==> config.mk <==
export PLATFORM = sky130hd
export DESIGN_NAME = rt_ibex_pcs_stack
export DESIGN_NICKNAME = d
export VERILOG_FILES = /design/src/rtl/rt_ibex_pcs_stack.sv
export SDC_FILE = /design/constraint.sdc
export NUM_CORES = 2
export LEC_CHECK = 0
export BUFFER_PORTS_ARGS = -buffer_cell sky130_fd_sc_hd__buf_2
export CAP_MARGIN = 10
export CORE_AREA = 2 2 426 428
export DETAILED_ROUTE_END_ITERATION = 16
export DIE_AREA = 0 0 428 430
export PLACE_DENSITY_LB_ADDON = 0.08
export SYNTH_ARGS = -nofsm -noshare
export SYNTH_HDL_FRONTEND = slang
export SYNTH_SLANG_ARGS = --single-unit
==> constraint.sdc <==
create_clock -name clk_i -period 22.1 [get_ports clk_i]
set_input_delay 1.105 -clock clk_i [delete_from_list [all_inputs] [get_ports clk_i]]
set_output_delay 1.105 -clock clk_i [all_outputs]
set_load 0.005 [all_outputs]
==> src/rtl/rt_ibex_pcs_stack.sv <==
// rt_ibex_pcs_stack: pointer-addressed context-save stack for nested IRQ preemption
// with level tags, tail-chain push/pop, flush and sticky error flags.
module rt_ibex_pcs_stack #(
    parameter int NrSavedRegs = 9,
    parameter int DataWidth   = 32,
    parameter int Depth       = 8,
    parameter int LevelWidth  = 8,
    parameter int CntWidth    = $clog2(Depth + 1)
) (
    input  logic                                  clk_i,
    input  logic                                  rst_i,
    input  logic                                  push_i,
    input  logic [LevelWidth-1:0]                 push_level_i,
    input  logic [NrSavedRegs-1:0][DataWidth-1:0] push_data_i,
    input  logic                                  pop_i,
    input  logic                                  flush_i,
    input  logic                                  clear_err_i,
    output logic [NrSavedRegs-1:0][DataWidth-1:0] restore_data_o,
    output logic [LevelWidth-1:0]                 restore_level_o,
    output logic                                  restore_valid_o,
    output logic [LevelWidth-1:0]                 top_level_o,
    output logic [CntWidth-1:0]                   count_o,
    output logic                                  empty_o,
    output logic                                  full_o,
    output logic                                  overflow_o,
    output logic                                  underflow_o,
    output logic                                  order_err_o
);
    localparam int IdxWidth = $clog2(Depth);

    logic [NrSavedRegs-1:0][DataWidth-1:0] mem_q [Depth];
    logic [LevelWidth-1:0]                 lvl_q [Depth];
    logic [NrSavedRegs-1:0][DataWidth-1:0] rdata_q, rdata_d;
    logic [LevelWidth-1:0]                 rlevel_q, rlevel_d, top_level;
    logic [CntWidth-1:0]                   count_q, count_d;
    logic [IdxWidth-1:0]                   top_idx, wr_idx;
    logic rvalid_q, rvalid_d, ovf_q, ovf_d, unf_q, unf_d, ord_q, ord_d;
    logic is_empty, is_full, pop_ok, push_ok, ovf_set, unf_set, ord_set;

    always_comb begin
        is_empty  = count_q == '0;
        is_full   = count_q == CntWidth'(Depth);
        top_idx   = IdxWidth'(count_q - CntWidth'(1));
        top_level = is_empty ? '0 : lvl_q[top_idx];
        pop_ok    = !flush_i && pop_i && !is_empty;
        // a concurrent pop frees the top slot, so tail-chain pushes are legal when full
        push_ok   = !flush_i && push_i && (pop_i || !is_full);
        wr_idx    = pop_ok ? top_idx : IdxWidth'(count_q);
        unf_set   = !flush_i && pop_i && is_empty;
        ovf_set   = !flush_i && push_i && !pop_i && is_full;
        ord_set   = push_ok && !pop_i && !is_empty && push_level_i <= top_level;
        count_d   = flush_i ? '0 :
                    (push_ok && !pop_ok) ? count_q + CntWidth'(1) :
                    (pop_ok && !push_ok) ? count_q - CntWidth'(1) : count_q;
        rvalid_d  = pop_ok;
        rdata_d   = pop_ok ? mem_q[top_idx] : rdata_q;
        rlevel_d  = pop_ok ? lvl_q[top_idx] : rlevel_q;
        ovf_d     = (ovf_q && !clear_err_i) || ovf_set;
        unf_d     = (unf_q && !clear_err_i) || unf_set;
        ord_d     = (ord_q && !clear_err_i) || ord_set;
    end

    always_ff @(posedge clk_i) begin
        if (push_ok) begin
            mem_q[wr_idx] <= push_data_i;
            lvl_q[wr_idx] <= push_level_i;
        end
    end

    always_ff @(posedge clk_i or posedge rst_i) begin
        if (rst_i) begin
            count_q  <= '0;
            rvalid_q <= 1'b0;
            rdata_q  <= '0;
            rlevel_q <= '0;
            ovf_q    <= 1'b0;
            unf_q    <= 1'b0;
            ord_q    <= 1'b0;
        end else begin
            count_q  <= count_d;
            rvalid_q <= rvalid_d;
            rdata_q  <= rdata_d;
            rlevel_q <= rlevel_d;
            ovf_q    <= ovf_d;
            unf_q    <= unf_d;
            ord_q    <= ord_d;
        end
    end

    assign restore_data_o  = rdata_q;
    assign restore_level_o = rlevel_q;
    assign restore_valid_o = rvalid_q;
    assign top_level_o     = top_level;
    assign count_o         = count_q;
    assign empty_o         = is_empty;
    assign full_o          = is_full;
    assign overflow_o      = ovf_q;
    assign underflow_o     = unf_q;
    assign order_err_o     = ord_q;
endmodule

==> After elaboration in Yosys (flattened, before gate mapping) <==
Memory sizes are Yosys's and may differ from the RTL's. A register that Yosys moved wholly into a read port is not among the register bits.
Index checks and enable logic that the tools add are counted.
Widths: inputs -> output; s select.
{ "totals": {"ramBits": 2368, "elab_cells": 47, "regBits": 16, "n_memories": 2, "out_inout_bits": 314, "inputBits": 302} }
{ "op_classes": {"mux": 7, "n_eq_ne": 1, "order_cmp": 1, "addsub": 2, "n_reduce_logical": 28} }
{ "memory_table": {"columns": ["memory", "depth", "word_bits", "rd", "rd_ports_with_merged_regs", "write_ports", "line", "rtl"], "rows": [
  ["mem_q", 8, 288, 1, 1, 1, "31", "logic [NrSavedRegs-1:0][DataWidth-1:0] mem_q [Depth];"],
  ["lvl_q", 8, 8, 1, 0, 1, "32", "logic [LevelWidth-1:0] lvl_q [Depth];"]
]} }
{ "op_table": {"columns": ["cell", "n"], "rows": [
  ["$logic_and 1x1->1", 15],
  ["$mux 4", 3],
  ["$le 8x8->1", 1],
  ["$mux 8", 1],
  ["$logic_not 1->1", 7],
  ["$add 4x1->4 const B", 1],
  ["$eq 4x4->1 const B", 1],
  ["$logic_not 4->1", 1],
  ["$logic_or 1x1->1", 4],
  ["$sub 4x1->4 const B", 1],
  ["$mux 3", 1],
  ["$reduce_bool 3->1", 1],
  ["$mux 1", 2]
]} }

==> Logic depth before layout (Yosys ltp) <==
{ "depth": {"ltp_word": 9, "depth_mapped": 15} }

==> Worst setup path before layout <==
OpenSTA, ideal clock, no wires.
{ "synth_path": {"path_kind": "flip-flop to flip-flop", "start": "register count_q[0] (netlist: count_o[0])", "end": "memory lvl_q[0][0] (enable)", "path_slack_ps": 6029, "stages_incl_launch_ff": 12, "synth_period_minus_slack_ps": 16071, "arrival_time_ps": 15081, "n_path_buf": 4, "cell_sequence": "dfrtp_1 buf_2 buf_2 inv_1 ha_1 buf_4 or3b_1 buf_2 inv_4 nor3_1 or3b_1 nor2b_1"} }
{ "synth_via": {"elab_chain_len": 6, "elab_cells_between_ends": 11, "classes_between": "add/sub: 1; eq/ne: 1; mux: 3; reduce/logical: 6"} }
{ "synth_lines": {"columns": ["item", "line", "rtl"], "rows": [
  ["start, declared", "35", "logic [CntWidth-1:0] count_q, count_d;"],
  ["start signal, assigned", "80", "count_q <= count_d;"],
  ["$eq 4x4->1", "42", "is_full = count_q == CntWidth'(Depth);"],
  ["$logic_not 1->1", "47", "push_ok = !flush_i && push_i && (pop_i || !is_full);"],
  ["$logic_or 1x1->1", "47", null],
  ["$logic_and 1x1->1", "47", null],
  ["$mux 1", "64", "if (push_ok) begin"],
  ["$mux 1 (implied by the code)", "66", "lvl_q[wr_idx] <= push_level_i;"],
  ["end, declared", "32", null]
]} }
Parallel ways exist; a longest one is shown, timed or not.

==> Worst setup path in the final report <==
{ "layout_path": {"start": "register count_q[0] (netlist: count_o[0])", "end": "memory mem_q[0][135] (netlist bit) (enable)"} }
{ "layout_via": {"elab_cells_between_ends": 11, "classes_between": "add/sub: 1; eq/ne: 1; mux: 3; reduce/logical: 6"} }
{ "layout_lines": {"columns": ["item", "line", "rtl"], "rows": [
  ["$logic_not 4->1", "41", "is_empty = count_q == '0;"],
  ["$logic_not 1->1", "45", "pop_ok = !flush_i && pop_i && !is_empty;"],
  ["$logic_and 1x1->1", "45", null],
  ["net pop_ok", "38", "logic is_empty, is_full, pop_ok, push_ok, ovf_set, unf_set, ord_set;"],
  ["$mux 3", "48", "wr_idx = pop_ok ? top_idx : IdxWidth'(count_q);"],
  ["end, declared", "31", null]
]} }
The timed path passes the listed nets, and every way through them passes these cells.

==> flow_metrics.env <==
export IMPL_cts_htree_levels=5
export IMPL_drive_gt1_share_pct=31.0
export IMPL_outcome="finished, final reports clean"
export IMPL_yosysWarnings=0
export IMPL_num_io_pins=616
export IMPL_cellPowerDensity_mw_per_mm2=120
export IMPL_cts_setup_buffers=0
export IMPL_synth_top_area_share_pct=72.3
export IMPL_ys_ff_latch=2672
export IMPL_cp_cell_sequence="inv_1 > ha_4 > or3b_1 > nand2_4 > inv_1 > o31ai_1 > nor2b_4 > buf_12 > buf_4 > buf_4 > buf_4"
export IMPL_final_nets=5553
export IMPL_crit_required_ns=22.62
export IMPL_clockRootBuffer="clkbuf_16"
export IMPL_netlist_area_mm2=0.0984
export IMPL_synthTopCellsByArea="edfxtp_1, mux4_2, dfrtp_1, nand2_1, a22oi_1"
export IMPL_core_area_mm2=0.180
export IMPL_hp_class="primary input to asynchronous set/reset pin"
export IMPL_cts_sinks=2672
export IMPL_ys_seq_area_share_pct=80.0
export IMPL_rows=156
export IMPL_async_reset_ff_share_pct=11.4
export IMPL_final_cell_mix="edfxtp_1, buf_2, mux4_2"
export IMPL_setup_tns_final_ns=0
export IMPL_grt_max_degree=136
export IMPL_worstPathArrival_ns=7.04
export IMPL_cts_hold_buf=0
export IMPL_grt_pass1_vias=48500
export IMPL_final_common_cell="edfxtp_1"
export IMPL_synth_nets=4806
export IMPL_period_needed_ns=6.52
export IMPL_ir_drop_uv=76.7
export IMPL_first_pass_iters=5
export IMPL_die_height_um=430
export IMPL_rsz0062_at_grt="false"
export IMPL_wl_um=225000
export IMPL_critPathCaptureType="flip-flop"
export IMPL_maxCapViolCount=0
export IMPL_die_w_um=428
export IMPL_path_class="flip-flop to flip-flop"
export IMPL_leakage_nw=38.7
export IMPL_yosysUniqueCellTypes=46
export IMPL_die_area_mm2=0.184
export IMPL_slew_viol_final=0
export IMPL_grt_first_pass_wirelength_um=330000
export IMPL_grt_overflow_total=0
export IMPL_clock_latency_ns=0.92
export IMPL_clock_skew_ns=0.0383
export IMPL_critPathMaxStageDelay_ns=0.76
export IMPL_timing_hold_ws_ns=0.216
export IMPL_drt_iter0_drc=3899
export IMPL_worst_pin_slew_ns=1.25
export IMPL_yosys_area_top_type="edfxtp_1"
export IMPL_worstPathMaxFanout=117
export IMPL_ant_nets=0
export IMPL_finalSetupViolations=0
export IMPL_io_buffers=615
export IMPL_ctsLongestPathBuffers=4
export IMPL_clkTransAtPathRegs_ns=0.06
export IMPL_grt_use_total_pct=24.6
export IMPL_cts_inserted_buffers=290
export IMPL_syn_to_final_growth_pct=15.0
export IMPL_timing_fmax_mhz=153
export IMPL_post_route_period_util_pct=29.5
export IMPL_startpoint_type="flip-flop"
export IMPL_cp_common_cell="buf_4"
export IMPL_avgSynthCellArea_um2=21.9
export IMPL_synth_edff_count=2368
export IMPL_place_congestion=0.771
export IMPL_slew_headroom_pct=16.4
export IMPL_grt_antenna_before_repair=100
export IMPL_hold_viol_final=0
export IMPL_via_count=46900
export IMPL_synthFlopType="edfxtp_1"
export IMPL_start_util_pct=54.7
export IMPL_dp_hpwl_um=120000
export IMPL_routedWlPerCell_um=28.5
export IMPL_cts_resized=0
export IMPL_cts_tree="built"
export IMPL_drc=0
export IMPL_synthCells=4494
export IMPL_crit_slowest_cell="buf_4"
export IMPL_vias_per_cell=5.96
-- cell type report --
cell class	count	area, µm²
Inverter	19	81.3
Multi-Input combinational cell	1568	18600
Sequential cell	2672	78700
Timing Repair Buffer	690	3800
Antenna cell	49	123
Tap cell	2370	2970
Clock buffer	410	8080
Clock inverter	92	763
Fill cell	12500	66700
-- per-stage QoR --
step	power, W	util [%]	setup slack, ns	area [µm²]	std cells
after global routing	0.0142	62.9	15.03	113000	7855
after global placement	0.00922	57.9	15.29	104000	7319
final	0.0136	62.9	15.58	113000	7870
after detailed placement	0.00926	57.9	15.30	104000	7319
after CTS	0.0138	62.8	15.30	113000	7821
after floorplan	0.00826	-	6.03	98400	4494
-- report_power, final --
part	internal [W]	switching, W
Sequential	0.00609	0.000289
Combinational	0.00119	0.00152
Clock	0.00268	0.00184
-- cells in the mapped netlist (all sizes together), types with 8 or more instances --
cell,number
nand3,9
buf,140
nor2,11
dfrtp,304
ha,10
nand2,585
inv,19
edfxtp,2368
clkbuf,95
or2,8
mux4,592
a22oi,288
o21ai,10
mux2i,10
-- worst max-delay path: cells and delay by family (launching register included) --
family | cells | cell delay [ns]
adders and majority gates | 1 | 0.23
DFF | 1 | 0.74
AOI/OAI and AO/OA | 1 | 0.32
and+or+nand+nor | 3 | 1.50
buffers and inverters | 6 | 3.20
-- logic make-up (layout without fill, tap and decap cells) --
| kind of cell | count (synthesis) | in the layout | share of synthesized area [%] |
|---|---|---|---|
| xor gates and xnor gates | 2 | 2 | 0.0369 |
| AOI/OAI and AO/OA | 318 | 318 | 2.40 |
| buffers and inverters | 254 | 1211 | 1.21 |
| adders and majority gates | 10 | 10 | 0.127 |
| and+or+nand+nor | 636 | 636 | 2.55 |
| DFF | 2672 | 2672 | 80.0 |
| other | 0 | 49 | 0 |
| muxes | 602 | 602 | 13.7 |
-- layer usage --
metal / global-route usage [%] / vias up / share of wire, %
met5: 0 / - / 0.16
met4: 11.4 / 58 / 4.2
met3: 5.12 / 486 / 6.0
met2: 39.8 / 1354 / 50
met1: 32.6 / 25000 / 40
li1: - / 20000 / -
-- sequential cells by signal, summed over array words and instances (netlist names) --
register         cells
count_o              4
lvl_q               64
mem_q             2304
order_err_o          1
overflow_o           1
restore_data_o     288
restore_level_o      8
restore_valid_o      1
underflow_o          1
-- final timing paths --
check                                                     start                               to  slack [ns]  depth (start not counted)
worst max-delay path                     count_o[0]$_DFFE_PP0P_          mem_q[0][135]$_DFFE_PP_       15.58                         11
worst min-delay path                                      rst_i  restore_data_o[128]$_DFFE_PP0P_        0.22                          2
worst max register to register           count_o[0]$_DFFE_PP0P_          mem_q[0][135]$_DFFE_PP_       15.58                         11
worst min register to register  restore_data_o[113]$_DFFE_PP0P_  restore_data_o[113]$_DFFE_PP0P_        0.46                          2
max in group asynchronous                                 rst_i        restore_valid_o$_DFF_PP0_       19.72                          4
min in group clk_i                             push_data_i[217]          mem_q[7][217]$_DFFE_PP_        0.44                          1
No activity file was read; power rests on OpenSTA's default activity.
